## src/rtl/otter_cu_pkg.sv

```systemverilog
// Shared types for the OTTER control unit: RV32I major opcodes, FSM states,
// the SYSTEM func3 codes the control unit acts on, and an opcode legality helper.
package otter_cu_pkg;

  typedef enum logic [6:0] {
    LUI    = 7'b0110111,
    AUIPC  = 7'b0010111,
    JAL    = 7'b1101111,
    JALR   = 7'b1100111,
    BRANCH = 7'b1100011,
    LOAD   = 7'b0000011,
    STORE  = 7'b0100011,
    OP_IMM = 7'b0010011,
    OP_RG3 = 7'b0110011,
    SYS    = 7'b1110011
  } opcode_t;

  typedef enum logic [1:0] {
    FETCH = 2'd0,
    EXEC  = 2'd1,
    WB    = 2'd2,
    INTR  = 2'd3
  } state_t;

  localparam logic [2:0] F3_MRET  = 3'b000;
  localparam logic [2:0] F3_CSRRW = 3'b001;

  // True for any opcode the control unit knows how to sequence.
  function automatic logic is_known_opcode(input logic [6:0] op);
    case (op)
      LUI, AUIPC, JAL, JALR, BRANCH, LOAD, STORE, OP_IMM, OP_RG3, SYS:
        is_known_opcode = 1'b1;
      default:
        is_known_opcode = 1'b0;
    endcase
  endfunction

endpackage

```

## src/rtl/otter_cu_fsm_int_prio_enc.sv

```systemverilog
// Fixed-priority encoder for pending interrupts: index 0 wins.
module int_prio_enc #(
  parameter  int NUM_INT = 4,
  localparam int CW      = $clog2(NUM_INT + 1)
) (
  input  logic [NUM_INT-1:0] pending,
  output logic               valid,
  output logic [CW-1:0]      index
);

  // Scan from the top down so the lowest set bit is the last one written.
  always_comb begin
    valid = |pending;
    index = '0;
    for (int i = NUM_INT - 1; i >= 0; i--) begin
      if (pending[i]) index = CW'(i);
    end
  end

endmodule

```

## src/rtl/otter_cu_fsm.sv

```systemverilog
// OTTER multicycle control unit: FETCH -> EXEC [-> WB] [-> INTR] -> FETCH.
// Strobes are combinational on state, opcode, func3 and mem_ack, and are all
// held at zero while RST is high. Memory handshake: a request strobe
// (mem_rden1, mem_rden2, mem_we2) stays high until the cycle in which
// mem_ack is high; that cycle completes the access and the FSM moves on at
// the next rising edge. Interrupts are only taken when EXEC or WB finish.
// Build option: define CU_ILLEGAL_TRAP_EN to trap unknown opcodes into INTR
// with int_cause = NUM_INT; otherwise unknown opcodes behave as a NOP.
module otter_cu_fsm
  import otter_cu_pkg::*;
#(
  parameter  int NUM_INT = 4,
  localparam int CW      = $clog2(NUM_INT + 1)
) (
  input  logic               CLK,
  input  logic               RST,
  input  logic [6:0]         opcode,
  input  logic [2:0]         func3,
  input  logic [NUM_INT-1:0] intr,
  input  logic               mie,
  input  logic               mem_ack,
  output logic               pc_write,
  output logic               reg_write,
  output logic               mem_rden1,
  output logic               mem_rden2,
  output logic               mem_we2,
  output logic               csr_we,
  output logic               int_taken,
  output logic               mret_exec,
  output logic [CW-1:0]      int_cause,
  output state_t             state_dbg
);

  state_t             state;
  logic [NUM_INT-1:0] pending;
  logic [NUM_INT-1:0] clr_mask;
  logic               trap_q;     // current INTR visit is an illegal-opcode trap
  logic               enc_valid;
  logic [CW-1:0]      enc_index;
  logic               irq_go;

  int_prio_enc #(.NUM_INT(NUM_INT)) u_prio (
    .pending (pending),
    .valid   (enc_valid),
    .index   (enc_index)
  );

  assign irq_go    = mie & enc_valid;
  assign state_dbg = state;

  // A genuine interrupt service retires its pending bit; a trap leaves pending alone.
  assign clr_mask = (state == INTR && !trap_q && enc_valid) ? (NUM_INT'(1) << enc_index) : '0;

`ifdef CU_ILLEGAL_TRAP_EN
  logic known_op;
  assign known_op = is_known_opcode(opcode);
`endif

  // Pending latch: new requests OR in after the clear, so set beats clear.
  always_ff @(posedge CLK or posedge RST) begin
    if (RST) pending <= '0;
    else     pending <= (pending & ~clr_mask) | intr;
  end

  // Main sequencer: advance on ack or instruction completion.
  always_ff @(posedge CLK or posedge RST) begin
    if (RST) begin
      state  <= FETCH;
      trap_q <= 1'b0;
    end else begin
      case (state)
        FETCH: if (mem_ack) state <= EXEC;
        EXEC: begin
          if (opcode == LOAD) begin
            if (mem_ack) state <= WB;
          end else if (opcode == STORE) begin
            if (mem_ack) state <= irq_go ? INTR : FETCH;
          end
`ifdef CU_ILLEGAL_TRAP_EN
          else if (!known_op) begin
            state  <= INTR;
            trap_q <= 1'b1;
          end
`endif
          else begin
            state <= irq_go ? INTR : FETCH;
          end
        end
        WB:   state <= irq_go ? INTR : FETCH;
        INTR: begin
          state  <= FETCH;
          trap_q <= 1'b0;
        end
        default: state <= FETCH;
      endcase
    end
  end

  // Strobe decode; everything is forced low while reset is asserted.
  always_comb begin
    pc_write  = 1'b0;
    reg_write = 1'b0;
    mem_rden1 = 1'b0;
    mem_rden2 = 1'b0;
    mem_we2   = 1'b0;
    csr_we    = 1'b0;
    int_taken = 1'b0;
    mret_exec = 1'b0;
    int_cause = '0;
    if (!RST) begin
      case (state)
        FETCH: mem_rden1 = 1'b1;
        EXEC: begin
          case (opcode)
            LOAD:  mem_rden2 = 1'b1;
            STORE: begin
              mem_we2  = 1'b1;
              pc_write = mem_ack;
            end
            LUI, AUIPC, JAL, JALR, OP_IMM, OP_RG3: begin
              pc_write  = 1'b1;
              reg_write = 1'b1;
            end
            BRANCH: pc_write = 1'b1;
            SYS: begin
              pc_write = 1'b1;
              if (func3 == F3_CSRRW) begin
                reg_write = 1'b1;
                csr_we    = 1'b1;
              end else if (func3 == F3_MRET) begin
                mret_exec = 1'b1;
              end
            end
`ifdef CU_ILLEGAL_TRAP_EN
            default: ;
`else
            default: pc_write = 1'b1;
`endif
          endcase
        end
        WB: begin
          pc_write  = 1'b1;
          reg_write = 1'b1;
        end
        INTR: begin
          pc_write  = 1'b1;
          int_taken = 1'b1;
          int_cause = trap_q ? CW'(NUM_INT) : enc_index;
        end
        default: ;
      endcase
    end
  end

endmodule

```

## config.mk

```make
export PLATFORM = sky130hd
export DESIGN_NAME = otter_cu_fsm
export DESIGN_NICKNAME = d
export VERILOG_FILES = /design/src/rtl/otter_cu_pkg.sv /design/src/rtl/otter_cu_fsm_int_prio_enc.sv /design/src/rtl/otter_cu_fsm.sv
export SDC_FILE = /design/constraint.sdc
export NUM_CORES = 1
export LEC_CHECK = 0
export CAP_MARGIN = 25
export CELL_PAD_IN_SITES_DETAIL_PLACEMENT = 0
export CELL_PAD_IN_SITES_GLOBAL_PLACEMENT = 2
export CORE_MARGIN = 2
export CORE_UTILIZATION = 22
export CTS_CLUSTER_DIAMETER = 80
export DETAILED_ROUTE_END_ITERATION = 6
export GPL_TIMING_DRIVEN = 0
export PLACE_DENSITY = 0.8
export SETUP_SLACK_MARGIN = 0.15
export SYNTH_ARGS = -nofsm -noshare
export SYNTH_HDL_FRONTEND = slang
export SYNTH_SLANG_ARGS = --single-unit
export TNS_END_PERCENT = 30
```

## constraint.sdc

```tcl
create_clock -name CLK -period 4.6 [get_ports CLK]
set_input_delay 0.46 -clock CLK [delete_from_list [all_inputs] [get_ports CLK]]
set_output_delay 0.46 -clock CLK [all_outputs]
set_load 0.02 [all_outputs]
```

==> run_results.csv <==
group,metric,value,unit
floorplan,fp.dieW,55.8,um
sta,clock.fmax,331,MHz
cts,post_cts_buffers,0,
floorplan,dieArea,3110,sq um
synthesis,syn_avg_cell_area,8.20,sq um
global_routing,grt_pass1_wl,2550,um
floorplan,die_h,55.8,um
job,drv_cap,0,
worst_setup_path,critPathLaunchType,"input port",
synthesis,ys_seq_area_share,25.4,%
worst_setup_path,timing.rr.start,"state_dbg[1]$_DFFE_PP0P_",
detailed_routing,num_vias,619,
finish,final_util,37.6,%
power,p_clk_share,13.7,%
finish,areaGrowthSynthToFinish,59.3,%
synthesis,syn_inst,72,
worst_setup_path,critical_path_required,4.14,ns
floorplan,initial_core_util,23.6,%
cts,cts_max_path_buffers,2,
global_routing,grt_usage,10.0,%
finish,drive_above_1_share,9.62,%
synthesis,ys_top_cells_by_area,"dfrtp_1 (25%), ha_1 (11%), inv_1 (5.7%)",
sta,rsz0062_at_grt,"no",
place,dp_hpwl,1300,um
global_routing,grt_max_degree,9,
finish,antenna_cells,0,
sta,maxSlewViolCount,0,
sta,post-route-period-util,65.7,%
cts,root_buffer,"clkbuf_4",
floorplan,core,2500,sq um
cts,cts_resized,0,
cts,cts_tree,"yes",
min_path,holdCritStartpoint,"pending[0]$_DFF_PP0_",
worst_setup_path,reg2reg_slack,2.83,ns
detailed_routing,drc,0,
detailed_routing,wl_per_cell,11.4,um
cts,clkTransAtPathRegs,0.04,ns
worst_setup_path,worstPathMaxFanout,4,
synthesis,synth_area,591,sq um
floorplan,rows,18,
worst_setup_path,r2r_end,"state_dbg[0]$_DFFE_PP0P_",
global_routing,grt_pass1_vias,620,
power,vdd_ir_drop_max,206,uV
sta,finalSetupViolCount,0,
detailed_routing,drtPass1Iterations,4,
cts,numCtsBuffers,3,
global_routing,gr-total-overflow,0,
sta,clock_skew,0.00253,ns
worst_setup_path,cp.arrival,2.56,ns
detailed_routing,viasPerCell,4.62,
sta,min_period,3.02,ns
floorplan,ioPinCount,31,
detailed_routing,antenna_left,0,
cts,clock-sinks,6,
power,p_switching,0.147,mW
power,power_density,365,nW/um^2
power,p_seq_share,23.0,%
power,p_int,0.197,mW
sta,setup_tns,0,ns
synthesis,synth_top_area_share,25.4,%
min_path,holdCritPathClass,"flop to flop",
place,place_congestion,0.729,
detailed_routing,drt_iter0_markers,9,
min_path,holdPathEnd,"pending[0]$_DFF_PP0_",
finish,fin_nets,129,
place,portBuffers,29,
power,p_comb_share,63.3,%
cts,insertion_delay,0.24,ns
cts,cts_hold_buf,0,
worst_setup_path,cp-end-kind,"primary output",
sta,hold_violations,0,
synthesis,yosys_register_bits,6,
cts,htree_levels,1,
synthesis,synthesis.nets,95,
min_path,holdPathStages,1,
power,p_sw_share,42.8,%
synthesis,yosysWarnings,0,
run_status,run_status,"complete, no violations",
synthesis,synth_top_area_cell,"dfrtp_1",
power,power_leakage,0.369,nW
synthesis,synthDistinctLibCells,34,
detailed_routing,wl,1530,um
worst_setup_path,worst-setup-path-type,"input port to primary output",
global_routing,grt_antenna_before_repair,0,
worst_setup_path,reg2regPathDepth,6,
==> cell usage in the layout, fill, tap and decap left out <==
| master | netlist | final |
|---|---|---|
| or3_4 | 1 | 1 |
| ha_1 | 5 | 5 |
| or4_1 | 1 | 1 |
| nor4b_1 | 1 | 1 |
| o21ai_0 | 3 | 3 |
| o41ai_2 | 1 | 1 |
| a21o_1 | 2 | 2 |
| o211ai_1 | 1 | 1 |
| o21ai_2 | 1 | 1 |
| or3b_1 | 1 | 1 |
| inv_1 | 9 | 9 |
| nor2_1 | 8 | 8 |
| a211oi_1 | 1 | 1 |
| buf_4 | 1 | 1 |
| nand2b_1 | 4 | 4 |
| and2_1 | 1 | 1 |
| nand4b_1 | 1 | 1 |
| nand2_1 | 4 | 4 |
| or2_4 | 1 | 1 |
| o41a_1 | 1 | 1 |
| nand3b_4 | 1 | 1 |
| nor2b_1 | 1 | 1 |
| a311oi_1 | 1 | 1 |
| nor4_1 | 2 | 2 |
| clkdlybuf4s50_1 | 0 | 29 |
| clkbuf_4 | 0 | 3 |
| and2b_2 | 1 | 1 |
| conb_1 | 1 | 1 |
| o21ai_1 | 1 | 1 |
| a21oi_1 | 2 | 2 |
| a22oi_1 | 1 | 1 |
| dfrtp_1 | 6 | 6 |
| o2111ai_1 | 1 | 1 |
| o31a_1 | 1 | 1 |
| nor3_1 | 4 | 4 |
| nand3_1 | 1 | 1 |
==> power by group through the flow <==
stage / clock, mW / sequential [mW] / combinational [mW]
after floorplan: 0 / 0.0882 / 0.126
after global placement: 0 / 0.0796 / 0.221
after detailed placement: 0 / 0.0800 / 0.221
after CTS: 0.0493 / 0.0791 / 0.222
after global routing: 0.0505 / 0.0808 / 0.241
final: 0.0472 / 0.0789 / 0.218
==> cells in the mapped netlist <==
master	count
o31a_1	1
a21oi_1	2
or4_1	1
or2_4	1
o41ai_2	1
ha_1	5
o21ai_2	1
nor4b_1	1
or3b_1	1
a311oi_1	1
nand3b_4	1
nor4_1	2
o21ai_1	1
o2111ai_1	1
and2_1	1
nor2b_1	1
o21ai_0	3
o211ai_1	1
inv_1	9
a21o_1	2
o41a_1	1
nor2_1	8
nand4b_1	1
nor3_1	4
nand3_1	1
nand2_1	4
buf_4	1
conb_1	1
a22oi_1	1
dfrtp_1	6
and2b_2	1
a211oi_1	1
or3_4	1
nand2b_1	4
==> cells by family (layout without fill, tap and decap cells) <==
group,count (synthesis),count (layout),synth area share (%)
AOI/OAI and AO/OA,17,17,22.0
buffers and inverters,10,42,6.99
other,1,1,0.635
and+or+nand+nor,33,33,34.3
adders and majority gates,5,5,10.6
DFF,6,6,25.4
==> state kept, by name (all words and copies together), names as in the netlist <==
| name | count |
|---|---|
| pending | 4 |
| state_dbg | 2 |
==> critical path: stages <==
cell and delay, ns:
clkdlybuf4s50_1 0.52, or3b_1 0.36, a21oi_1 0.17, a311oi_1 0.07
nor4b_1 0.32, clkdlybuf4s50_1 0.66
==> worst max path at each step <==
stage	slack [ns]	cells past startpoint	end	from
CTS	1.56	6	reg_write	opcode[4]
global route	1.49	6	reg_write	opcode[5]
finish	1.58	6	reg_write	opcode[4]
detailed placement	1.57	6	reg_write	opcode[4]
global placement	1.60	6	reg_write	opcode[4]
floorplan	2.36	4	reg_write	opcode[3]
==> area by class of cell <==
type / instances / area, sq um
Timing Repair Buffer: 29 / 290
Multi-Input combinational cell: 56 / 399
Inverter: 9 / 33.8
Clock buffer: 3 / 22.5
Sequential cell: 6 / 150
Buffer: 1 / 7.51
Tap cell: 30 / 37.5
Fill cell: 269 / 1560
==> metal layers <==
metal	track usage [%]	part of all wire [%]	vias up
li1	-	-	320
met1	12.0	46	269
met2	17.2	45	28
met3	3.02	8.1	2
met4	3.06	0.65	0
met5	0	0	-
==> through the flow <==
step | setup WS (ns) | instances | area [sq um] | hold WS [ns] | total power [mW]
2_1_floorplan | 2.36 | 72 | 591 | 0.251 | 0.214
3_3_place_gp | 1.60 | 131 | 918 | 0.532 | 0.301
3_5_place_dp | 1.57 | 131 | 918 | 0.541 | 0.301
4_1_cts | 1.56 | 134 | 941 | 0.552 | 0.350
5_1_grt | 1.49 | 134 | 941 | 0.582 | 0.372
6_report | 1.58 | 134 | 941 | 0.544 | 0.344
Note: power is estimated with default switching activity, not from simulation.
